## src/rtl/cmos_rgb565_capture.sv

```systemverilog
// OV5640 byte-stream capture: waits for sensor config, drops warm-up frames, then pairs
// bytes into RGB565 pixels tagged with x/y, sof/eol/eof and per-frame geometry errors.
`timescale 1ns/1ps
module cmos_rgb565_capture #(
  parameter int H_RES       = 1280,
  parameter int V_RES       = 720,
  parameter int SKIP_FRAMES = 10
) (
  input  logic        cmos_pclk,
  input  logic        I_rst_n,
  input  logic        I_cfg_done,
  input  logic        I_vsync,
  input  logic        I_href,
  input  logic [7:0]  I_data,
  output logic        O_pix_valid,
  output logic [15:0] O_pix_data,
  output logic [11:0] O_pix_x,
  output logic [11:0] O_pix_y,
  output logic        O_sof,
  output logic        O_eol,
  output logic        O_eof,
  output logic [15:0] O_frame_cnt,
  output logic        O_frame_err,
  output logic        O_capture_active,
  output logic [1:0]  dbg_state
);

  typedef enum logic [1:0] {
    WAIT_CFG = 2'd0,
    SKIP     = 2'd1,
    CAPTURE  = 2'd2
  } state_t;

  localparam logic [11:0] X_END    = 12'(H_RES);
  localparam logic [11:0] X_LAST   = 12'(H_RES - 1);
  localparam logic [11:0] Y_END    = 12'(V_RES);
  localparam logic [7:0]  SKIP_MAX = 8'(SKIP_FRAMES);

  state_t      state;
  logic        vsync_d1, vsync_d2;
  logic        href_d1, href_d2;
  logic [7:0]  data_d1;
  logic [7:0]  skip_cnt;
  logic [11:0] x, y;
  logic        phase;
  logic [7:0]  hi_byte;
  logic        line_seen;
  logic        err_acc;

  logic vs_rise, byte_ok, href_fall, x_full, y_full;

  assign vs_rise   = vsync_d1 & ~vsync_d2;
  // Bytes seen while vsync is high belong to no frame and are silently ignored.
  assign byte_ok   = href_d1 & ~vsync_d1;
  assign href_fall = href_d2 & ~href_d1;
  assign x_full    = (x == X_END);
  assign y_full    = (y == Y_END);
  assign dbg_state = state;

  always_ff @(posedge cmos_pclk or negedge I_rst_n) begin
    if (!I_rst_n) begin
      vsync_d1 <= 1'b0;
      vsync_d2 <= 1'b0;
      href_d1  <= 1'b0;
      href_d2  <= 1'b0;
      data_d1  <= 8'd0;
    end else begin
      vsync_d1 <= I_vsync;
      vsync_d2 <= vsync_d1;
      href_d1  <= I_href;
      href_d2  <= href_d1;
      data_d1  <= I_data;
    end
  end

  always_ff @(posedge cmos_pclk or negedge I_rst_n) begin
    if (!I_rst_n) begin
      state            <= WAIT_CFG;
      skip_cnt         <= 8'd0;
      x                <= 12'd0;
      y                <= 12'd0;
      phase            <= 1'b0;
      hi_byte          <= 8'd0;
      line_seen        <= 1'b0;
      err_acc          <= 1'b0;
      O_pix_valid      <= 1'b0;
      O_pix_data       <= 16'd0;
      O_pix_x          <= 12'd0;
      O_pix_y          <= 12'd0;
      O_sof            <= 1'b0;
      O_eol            <= 1'b0;
      O_eof            <= 1'b0;
      O_frame_cnt      <= 16'd0;
      O_frame_err      <= 1'b0;
      O_capture_active <= 1'b0;
    end else begin
      O_pix_valid <= 1'b0;
      O_sof       <= 1'b0;
      O_eol       <= 1'b0;
      O_eof       <= 1'b0;
      if (!I_cfg_done) begin
        state            <= WAIT_CFG;
        O_capture_active <= 1'b0;
      end else begin
        case (state)
          WAIT_CFG: begin
            state    <= SKIP;
            skip_cnt <= 8'd0;
          end
          SKIP: begin
            if (vs_rise) begin
              if (skip_cnt == SKIP_MAX) begin
                state            <= CAPTURE;
                O_capture_active <= 1'b1;
                x                <= 12'd0;
                y                <= 12'd0;
                phase            <= 1'b0;
                line_seen        <= 1'b0;
                // Discard errors left over from a capture aborted by a config drop.
                err_acc          <= 1'b0;
              end else begin
                skip_cnt <= skip_cnt + 8'd1;
              end
            end
          end
          CAPTURE: begin
            if (vs_rise) begin
              O_eof       <= 1'b1;
              O_frame_cnt <= O_frame_cnt + 16'd1;
              O_frame_err <= err_acc | ~y_full;
              err_acc     <= 1'b0;
              x           <= 12'd0;
              y           <= 12'd0;
              phase       <= 1'b0;
              line_seen   <= 1'b0;
            end else if (byte_ok) begin
              line_seen <= 1'b1;
              if (y_full) begin
                err_acc <= 1'b1;
              end else if (!phase) begin
                hi_byte <= data_d1;
                phase   <= 1'b1;
              end else begin
                phase <= 1'b0;
                // x parks at H_RES so every overflow pixel is dropped, not wrapped.
                if (x_full) begin
                  err_acc <= 1'b1;
                end else begin
                  O_pix_valid <= 1'b1;
                  O_pix_data  <= {hi_byte, data_d1};
                  O_pix_x     <= x;
                  O_pix_y     <= y;
                  O_sof       <= (x == 12'd0) && (y == 12'd0);
                  O_eol       <= (x == X_LAST);
                  x           <= x + 12'd1;
                end
              end
            end else if (href_fall) begin
              if (line_seen) begin
                if (phase || !x_full) err_acc <= 1'b1;
                if (x != 12'd0) y <= y + 12'd1;
              end
              x         <= 12'd0;
              phase     <= 1'b0;
              line_seen <= 1'b0;
            end
          end
          default: begin
            state            <= WAIT_CFG;
            O_capture_active <= 1'b0;
          end
        endcase
      end
    end
  end

endmodule

```

## config.mk

```make
export PLATFORM = sky130hd
export DESIGN_NAME = cmos_rgb565_capture
export DESIGN_NICKNAME = d
export VERILOG_FILES = /design/src/rtl/cmos_rgb565_capture.sv
export SDC_FILE = /design/constraint.sdc
export NUM_CORES = 1
export LEC_CHECK = 0
export BUFFER_PORTS_ARGS = -buffer_cell sky130_fd_sc_hd__buf_2
export CELL_PAD_IN_SITES_DETAIL_PLACEMENT = 0
export CELL_PAD_IN_SITES_GLOBAL_PLACEMENT = 1
export CORE_MARGIN = 2
export CORE_UTILIZATION = 44
export CTS_CLUSTER_DIAMETER = 150
export DETAILED_ROUTE_END_ITERATION = 6
export GPL_TIMING_DRIVEN = 0
export PLACE_DENSITY = 0.91
export SETUP_SLACK_MARGIN = 0.15
export SLEW_MARGIN = 15
export SYNTH_ARGS = -nofsm -noshare
export SYNTH_HDL_FRONTEND = slang
export SYNTH_SLANG_ARGS = --single-unit
```

## constraint.sdc

```tcl
create_clock -name cmos_pclk -period 2.6 [get_ports cmos_pclk]
set_clock_uncertainty 0.1 [all_clocks]
set_input_delay 0.13 -clock cmos_pclk [delete_from_list [all_inputs] [get_ports cmos_pclk]]
set_output_delay 0.13 -clock cmos_pclk [all_outputs]
set_load 0.01 [all_outputs]
```

==> out/metrics.csv <==
metric,value,unit
status,"finished, final reports clean",
r2r endpoint,x[0],
most frequent cells in the layout,"nand2_1 (145), dfrtp_1 (119), buf_2 (78)",
cts bufs inserted,17,
"Net count, final",645,
Worst-Margin Slew,0.790,ns
CP startpoint kind,flip-flop,
"most common cell after layout, fill and taps aside",nand2_1,
largest net degree at the start of global routing,83,
R2R setup slack,0.31,ns
fin cells,783,
Comb pwr share,2.5,%
Top Ports,77,
R2R depth,7,
initial antenna violation count,0,
Starting Density,44.6,%
Synth Register Bits,119,
vias after detailed routing,4108,
met1 usage,25.9,%
Syn. warnings,0,
switching share of power,19.6,%
sequential share of the synthesized area,56.0,%
Routed Wire Length,11.6,mm
clock root buffer,clkbuf_16,
crit path time final,2.29,ns
All-Layer GR Usage,19.0,%
WL per Instance,14.8,µm
ys flop type,dfrtp_1,
Post-Synth XOR/XNOR Area,3.79,%
max-slew violations,0,
first-pass GRT wire length,19.6,mm
met2 Usage GRT,29.5,%
mux contribution to synthesized area,2.49,%
"Avg Cell Area, Syn",10.3,µm²
share of layout cells above drive strength 1,23.6,%
Internal,3.58,mW
leak pwr,3.48,nW
total die area,13000,µm²
fraction of registers with async set/reset,100,%
site row count,40,
Setup WS pre-CTS,0.247,ns
CP Data Required Time,2.79,ns
Die Width,114,µm
Longest Clk Path Bufs,2,
setup ws final,0.314,ns
dpl cells,740,
Antenna Nets Post-Route,0,
RSZ-0062 raised after global routing,no,
final hold slack,0.0850,ns
post-synthesis cell type count,60,
# diodes,0,
GPL Wtd Cong,0.811,
Final Cycle Share,87.9,%
die height,114,µm
largest family of logic cells by synthesized area,simple AND/OR/NAND/NOR gates,
PortBufs,76,
CP Max Fanout,10,
Fin. Hold Viols,0,
dpl hpwl,7.91,mm
max_slew headroom,47.1,%
met3 usage,5.10,%
H-tree depth,4,
FMAX,437,MHz
number of synthesized flops with an enable pin,0,
post-synthesis adder-cell area fraction,1.65,%
fill count,1038,
sw power,0.875,mW
Compound-Gate Fraction of Synth Area,9.76,%
Syn Inst Count,516,
simple-gate share of the synthesized area,23.1,%
maxcap violations,0,
GRT Max-Usage Layer,met2,
Setup crit end kind,flip-flop,
CTS tree,built,
Finish-stage setup viols,0,
post-synth net total,536,
Netlist Area Pre-Place,5320,µm²
grt total ovfl,0,
"Clk Latency, worst-skew pair",0.41,ns
Sink Count,119,
Power Density,667,nW/µm²
Reg2Reg Launch Point,skip_cnt[0],
Worst Path Arrival,2.48,ns
Clk pwr share,55.1,%
worst hold path class,in2async,
P&R area growth vs syn,25.7,%
Seq pwr share,42.4,%
clock-pin slew on the worst setup and hold paths,0.05,ns
DRT Pass-1 Iters,4,
Post-route DRC,0,
Vias/cell,5.25,
Crit Path Class,reg2reg,
core footprint,11900,µm²
Max IR drop VDD,0.000434,V
initial drt markers,216,
number of global-route vias before repair,4031,
-- worst max-delay path by stage --
stage | from | endpoint | cells past startpoint
5_1_grt | skip_cnt[0] | x[0] | 7
3_5_place_dp | y[0] | hi_byte[6] | 6
2_1_floorplan | x[0] | y[8] | 7
4_1_cts | y[0] | hi_byte[6] | 6
3_3_place_gp | I_rst_n | O_pix_y[7] | 1
6_report | skip_cnt[0] | x[0] | 7
-- cell usage after synthesis (all sizes together), types with 8 or more instances --
cell	instances	area (µm²)
buf	13	109
and3	9	56.3
dfrtp	119	2980
nand2b	8	57.6
o21ai	28	140
nand4	17	106
nand2	146	551
nand3	15	75.1
inv	11	41.3
mux2	10	113
a21oi	8	40.0
xnor2	16	140
nor2	25	96.4
-- cell type report --
class	count	area, µm²	share of cell area, %
Clock buffer	22	474	7.09
Timing Repair Buffer	90	554	8.29
Buffer	18	128	1.91
Sequential cell	119	2980	44.5
Tap cell	147	184	2.75
Clock inverter	8	146	2.19
Inverter	11	41.3	0.618
Multi-Input combinational cell	368	2180	32.6
-- power groups by stage --
stage                     sequential [mW]  combinational [mW]  clock (mW)
after detailed placement             1.92               0.102           0
final                                1.89               0.113        2.46
after global routing                 1.89               0.130        2.59
after floorplan                      1.92              0.0385           0
after CTS                            1.89               0.117        2.50
after global placement               1.92              0.0929           0
-- critical path, stage by stage, from the launching register on --
cell	delay, ns
dfrtp_1	0.43
inv_1	0.09
ha_1	0.16
nor4b_4	0.26
o2111ai_2	0.25
a32o_1	0.38
nand2b_4	0.23
mux2_2	0.28
-- kinds of logic after synthesis --
kind of cell               Yosys count
xor gates and xnor gates            23
adders and majority gates            7
and+or+nand+nor                    252
DFF                                119
buffers and inverters               29
AOI/OAI and AO/OA                   74
muxes                               12
-- stage by stage --
stage	setup TNS, ns	area (µm²)	total power [mW]	utilization, %
CTS	0	6660	4.50	55.9
global placement	-13.07	5880	2.01	49.4
detailed placement	0	5920	2.02	49.7
finish	0	6690	4.46	56.1
global route	0	6690	4.61	56.1
floorplan	0	5320	1.95	-
-- timing repair --
action	in CTS	in global routing
endpoints found under the hold margin	131	0
buffers inserted	0	1
endpoints found under the setup margin	0	18
hold buffers	12	0
gates resized for setup	0	1
-- state kept, by name, summed over array words and instances, names as in the netlist, 2 cells and up --
register	flops
dbg_state	2
data_d1	8
skip_cnt	8
x	12
O_pix_y	12
O_pix_data	16
O_frame_cnt	16
y	12
hi_byte	8
O_pix_x	12
-- layer usage --
metal,up-vias,routed length (µm)
met5,-,0
met4,0,136
met3,14,548
met2,99,5450
met1,2003,5420
li1,1992,-
(Power assumes the default switching activity.)
